==> src/rtl/dm_store_buffer.sv <==
// dm_store_buffer: small FIFO store buffer in front of a 1024x32 word-addressed
// data memory (async read, single sync write port, no byte enables).
// Stores from MEM are queued with byte enables and drained one per cycle.
// Partial stores use read-merge-write against dm_dout. Loads own the DM port
// and see per-byte forwarded data from pending stores.
//
// Optional feature macro: SB_COALESCE_EN
//   When defined, a store whose word matches the youngest entry is merged
//   into that entry (unless that entry is the head draining this cycle).
//
// Ports:
//   clk, reset         clock, synchronous active-high reset
//   st_valid/st_ready  store handshake (st_ready combinational)
//   st_addr/data/be/pc store byte address, lane-aligned data, byte enables, PC
//   ld_req/ld_addr     load access this cycle and its byte address
//   ld_data            forwarded load word (combinational)
//   dm_addr/din/pc/we  DM port: address, merged write data, store PC, write enable
//   dm_dout            DM read data for dm_addr
//   sb_empty/sb_count  occupancy status
module dm_store_buffer #(
    parameter int unsigned DEPTH = 4,
    parameter int unsigned CNT_W = 3
) (
    input  logic             clk,
    input  logic             reset,
    input  logic             st_valid,
    output logic             st_ready,
    input  logic [31:0]      st_addr,
    input  logic [31:0]      st_data,
    input  logic [3:0]       st_be,
    input  logic [31:0]      st_pc,
    input  logic             ld_req,
    input  logic [31:0]      ld_addr,
    output logic [31:0]      ld_data,
    output logic [31:0]      dm_addr,
    output logic [31:0]      dm_din,
    output logic [31:0]      dm_pc,
    output logic             dm_we,
    input  logic [31:0]      dm_dout,
    output logic             sb_empty,
    output logic [CNT_W-1:0] sb_count
);

    localparam int unsigned PTR_W = (DEPTH > 1) ? $clog2(DEPTH) : 1;
    localparam int unsigned WA_W  = 10;

    logic [WA_W-1:0]  ent_addr [DEPTH];
    logic [31:0]      ent_data [DEPTH];
    logic [3:0]       ent_be   [DEPTH];
    logic [31:0]      ent_pc   [DEPTH];
    logic [DEPTH-1:0] ent_valid;

    logic [PTR_W-1:0] head;
    logic [PTR_W-1:0] tail;
    logic [PTR_W-1:0] fwd_idx;
    logic [CNT_W-1:0] count;
    logic             full;
    logic             drain;
    logic             merge_hit;
    logic             push;
    logic [31:0]      head_mask;

    // Address bits outside the 1024-word window are intentionally ignored.
    logic unused_addr_bits;
    assign unused_addr_bits = ^{st_addr[31:12], st_addr[1:0], ld_addr[31:12], ld_addr[1:0]};

    function automatic logic [31:0] lane_mask(input logic [3:0] be);
        logic [31:0] m;
        for (int i = 0; i < 4; i++) m[8*i +: 8] = {8{be[i]}};
        return m;
    endfunction

    assign full  = (count == CNT_W'(DEPTH));
    // A store in the reset cycle must never reach DM, so reset blocks draining.
    assign drain = !reset && !ld_req && (count != '0);

`ifdef SB_COALESCE_EN
    logic [PTR_W-1:0] youngest;
    logic             merge;
    assign youngest  = tail - PTR_W'(1);
    // Merging into the entry being written to DM this cycle would lose bytes.
    assign merge_hit = (count != '0) && ent_valid[youngest]
                     && (ent_addr[youngest] == st_addr[11:2])
                     && !(drain && (youngest == head));
    assign merge     = st_valid && st_ready && merge_hit;
`else
    assign merge_hit = 1'b0;
`endif

    assign st_ready = !reset && !ld_req && (!full || drain || merge_hit);
    assign push     = st_valid && st_ready && !merge_hit;

    // Pointers, count and valid bits.
    always_ff @(posedge clk) begin
        if (reset) begin
            head      <= '0;
            tail      <= '0;
            count     <= '0;
            ent_valid <= '0;
        end else begin
            if (drain) begin
                ent_valid[head] <= 1'b0;
                head            <= head + PTR_W'(1);
            end
            if (push) begin
                ent_valid[tail] <= 1'b1;
                tail            <= tail + PTR_W'(1);
            end
            count <= count + CNT_W'(push) - CNT_W'(drain);
        end
    end

    // Entry payload; only meaningful while the matching valid bit is set.
    always_ff @(posedge clk) begin
        if (push) begin
            ent_addr[tail] <= st_addr[11:2];
            ent_data[tail] <= st_data;
            ent_be[tail]   <= st_be;
            ent_pc[tail]   <= st_pc;
        end
`ifdef SB_COALESCE_EN
        else if (merge) begin
            for (int i = 0; i < 4; i++) begin
                if (st_be[i]) ent_data[youngest][8*i +: 8] <= st_data[8*i +: 8];
            end
            ent_be[youngest] <= ent_be[youngest] | st_be;
            ent_pc[youngest] <= st_pc;
        end
`endif
    end

    // Per-lane forwarding: walk oldest to youngest so the youngest match wins.
    always_comb begin
        ld_data = dm_dout;
        fwd_idx = head;
        for (int k = 0; k < DEPTH; k++) begin
            fwd_idx = head + PTR_W'(k);
            if (ent_valid[fwd_idx] && (ent_addr[fwd_idx] == ld_addr[11:2])) begin
                for (int i = 0; i < 4; i++) begin
                    if (ent_be[fwd_idx][i]) ld_data[8*i +: 8] = ent_data[fwd_idx][8*i +: 8];
                end
            end
        end
    end

    // DM port: load has priority, otherwise drain the head entry.
    always_comb begin
        dm_addr   = '0;
        dm_din    = '0;
        dm_pc     = '0;
        dm_we     = 1'b0;
        head_mask = lane_mask(ent_be[head]);
        if (ld_req) begin
            dm_addr = {20'b0, ld_addr[11:2], 2'b00};
        end else if (drain) begin
            dm_addr = {20'b0, ent_addr[head], 2'b00};
            dm_din  = (ent_data[head] & head_mask) | (dm_dout & ~head_mask);
            dm_pc   = ent_pc[head];
            dm_we   = 1'b1;
        end
    end

    assign sb_empty = (count == '0);
    assign sb_count = count;

endmodule
==> config.mk <==
export PLATFORM = sky130hd
export DESIGN_NAME = dm_store_buffer
export DESIGN_NICKNAME = d
export VERILOG_FILES = /design/src/rtl/dm_store_buffer.sv
export SDC_FILE = /design/constraint.sdc
export NUM_CORES = 1
export LEC_CHECK = 0
export CELL_PAD_IN_SITES_DETAIL_PLACEMENT = 1
export CELL_PAD_IN_SITES_GLOBAL_PLACEMENT = 1
export CORE_AREA = 5 5 214 216
export CTS_CLUSTER_SIZE = 30
export DETAILED_ROUTE_END_ITERATION = 7
export DIE_AREA = 0 0 219 221
export GPL_TIMING_DRIVEN = 0
export PLACE_DENSITY = 0.83
export RECOVER_POWER = 25
export SETUP_SLACK_MARGIN = 0.4
export SYNTH_ARGS = -nofsm -noshare
export SYNTH_HDL_FRONTEND = slang
export SYNTH_SLANG_ARGS = --single-unit
==> constraint.sdc <==
create_clock -name clk -period 6.1 [get_ports clk]
set_input_delay 0.915 -clock clk [delete_from_list [all_inputs] [get_ports clk]]
set_output_delay 0.915 -clock clk [all_outputs]
set_load 0.02 [all_outputs]
==> results.ini <==
[outcome]
status = finished, final reports clean

[floorplanning]
die_area_um2 = 48400
dieWidth_um = 219
start_util_pct = 43.2
die_y_um = 221
core_um2 = 43700
io_pins = 302
num_rows = 77

[critical_path]
path_max_fanout = 10
r2r_end = head[0]
timing.rr.start = head[0]
rrSetupSlack_ps = 2560
critPathRequiredTime_ps = 5180
worstPathArrival_ps = 4730
cp-start-kind = primary input
worstPathCellList = clkdlybuf4s50_1, clkbuf_2, xnor2_1, nand3_1, a2111oi_0, a41o_1, buf_2, nand4_1, o211a_1, a211oi_1, dlygate4sd2_1
reg2regPathDepth = 10
max_stage_delay_ps = 650
end_kind = output pin
crit_type = in2out
crit_slowest_cell = clkdlybuf4s50_1

[timing]
setup_viol = 0
fmax_mhz = 177
slew_violations = 0
hold_ws_ps = 607
tightest_slew_ps = 1120
slew_headroom_pct = 25.6
hold_violations = 0
clock_skew_ps = 27.1
rsz0062_at_grt = false
period_share_pct = 92.6
layout_setup_ws_ps = 450
fin_crit_ps = 5650

[synth]
async_reset_ff_share_pct = 0
synth_area_um2 = 18900
yosysSeqAreaShare_pct = 51.0
synth_edf_count = 312
syn_area_per_cell_um2 = 14.9
synthCells = 1272
ys_seq_elements = 325
ys_types = 73
yosys_warnings = 0
synth_flop_cell = edfxtp_1

[clock_network]
cts_num_sinks = 325
ctsHoldBuffers = 0
cts_made_buffers = 36
clk_pin_slew_ps = 60
clk_latency_ps = 530
cts_buffer_depth = 3
cts_tree = done
h-tree-depth = 2
root_buffer = clkbuf_16

[placement]
dp_slack_ps = -1150
hpwl_um = 43100
numPortBuffers = 230
place.gp.congestion = 0.885

[routing]
wl_per_cell_um = 27.7
met3RoutedLength_um = 5520
highest_layer = met5
drtIter0Drc = 989
drc = 0
drt_first_pass_iters = 5
vias = 13200
drt-vias-per-instance = 6.03
met1_length_um = 22900
route.met2.wl_um = 30600
drtAntennaViolNets = 0
drt-total-wl_um = 60700

[layout]
syn2layout_area_growth_pct = 24.1
layout-drive-gt1-share_pct = 25.7
fin_nets = 1750

[worst_hold_path]
hp-start = tail[1]
hold_path_depth = 2
hp-class = reg2reg
hold_path_end = tail[1]

[pwr]
max-vdd-ir-drop_v = 0.000317
p_sw_share_pct = 28.3
internal_power_mw = 4.67
switchingPower_mw = 1.84
design_power_total_mw = 6.51
clkPwrFrac_pct = 33.7
powerDensity_nw_per_um2 = 278
seqPwrFrac_pct = 38.6
p_leak_nw = 7.68
p_comb_share_pct = 27.8

[grt]
overflow = 0
grt_pass1_vias = 14200
grt_pass1_wl_um = 90000
antenna_found_initial = 13
grtUsageTotal_pct = 24.5
grt_start_max_net_pins = 45

[run]
max_cap_violations = 0

worst max-delay path by stage:
stage	from	to	slack [ps]	cells after the start
final	ld_addr[2]	ld_data[24]	450	11
after global routing	head[1]	ld_data[25]	390	15
after CTS	head[1]	ld_data[7]	270	14
after detailed placement	head[1]	ld_data[7]	-1150	14
after global placement	head[1]	ld_data[7]	-1060	14
after floorplan	head[1]	ld_data[11]	1330	14
per-stage QoR:
| stage | area (µm²) | std cells | util, % | TNS [ps] |
|---|---|---|---|---|
| after global placement | 22000 | 2115 | 50.3 | -20580 |
| after floorplan | 19000 | 1293 | - | 0 |
| after CTS | 23400 | 2184 | 53.6 | 0 |
| final | 23400 | 2193 | 53.6 | 0 |
| after global routing | 23400 | 2188 | 53.6 | 0 |
| after detailed placement | 22200 | 2119 | 50.6 | -23950 |
worst max-delay path: cells and delay by family:
kind / cells / cell delay, ps
compound gates: 4 / 1570
xor+xnor: 1 / 160
simple gates: 2 / 420
buf+inv: 4 / 1660
state kept, by name, indices dropped and copies added, names as in the netlist, named ones only:
signal / flops
ent_addr: 40
ent_be: 16
ent_data: 128
ent_pc: 128
ent_valid: 4
head: 2
sb_count: 3
tail: 2
routing by layer:
| metal | vias to the layer above | global-route usage [%] |
|---|---|---|
| li1 | 5625 | - |
| met1 | 6870 | 30.2 |
| met2 | 604 | 42.5 |
| met3 | 109 | 6.78 |
| met4 | 12 | 6.60 |
| met5 | - | 0 |
power groups by stage:
stage / logic, mW / registers (mW) / clock network [mW]
2_1_floorplan: 1.16 / 2.56 / 0
3_3_place_gp: 1.74 / 2.55 / 0
3_5_place_dp: 1.78 / 2.56 / 0
4_1_cts: 1.82 / 2.51 / 2.23
5_1_grt: 1.92 / 2.51 / 2.34
6_report: 1.81 / 2.51 / 2.19
layout by cell type, fill, tap and decap left out, types with 10 or more instances in the layout:
cell type / count
edfxtp_1: 312
mux4_2: 175
clkdlybuf4s50_1: 148
mux2i_1: 86
nor2_1: 82
and2_1: 68
dlygate4sd3_1: 50
mux2_2: 45
a21oi_1: 42
inv_1: 39
xnor2_1: 37
clkbuf_16: 37
clkbuf_1: 35
buf_4: 35
nand2_1: 34
buf_2: 33
conb_1: 22
clkbuf_2: 15
o21ai_0: 14
nand3_1: 14
xor2_1: 13
dlygate4sd2_1: 13
nand2b_1: 12
a221o_1: 12
dfxtp_1: 12
nand4_1: 11
nor3_1: 10
buf_6: 10
and3_1: 10
a211o_1: 10
synth_stat cells (33+ instances only):
master,instances,area (µm²)
a21oi_1,43,215
and2_1,68,425
buf_2,35,175
clkbuf_1,33,124
edfxtp_1,312,9370
inv_1,41,154
mux2_2,45,507
mux2i_1,86,861
mux4_2,175,3940
nand2_1,34,128
nor2_1,82,308
xnor2_1,37,324
kinds of logic (layout without fill, tap and decap cells):
kind of cell	after synthesis	count (layout)	share of synthesized area (%)
DFF	325	325	51.0
muxes	310	310	28.4
and+or+nand+nor	278	278	7.86
buffers and inverters	159	460	4.34
AOI/OAI and AO/OA	138	138	5.32
xor gates and xnor gates	50	50	2.32
adders and majority gates	11	11	0.768
other	1	29	0.0198
what timing repair did:
action                                 CTS  global route
cloned                                   0             0
pin swaps                                2             0
setup buffers                            4             2
endpoints found under the hold margin    0             0
resized for setup                       63            37
setup endpoints to repair               63            50
final cells by class:
| class | instances | area, µm² |
|---|---|---|
| sequential | 325 | 9630 |
| antenna | 7 | 17.5 |
| tap | 592 | 741 |
| buffer | 117 | 722 |
| multi-input combinational | 809 | 8590 |
| clock buffer | 46 | 970 |
| clock inverter | 15 | 205 |
| inverter | 42 | 165 |
| fill | 4300 | 20300 |
| timing repair buffer | 240 | 2400 |
No activity file was read; power rests on OpenSTA's default activity.
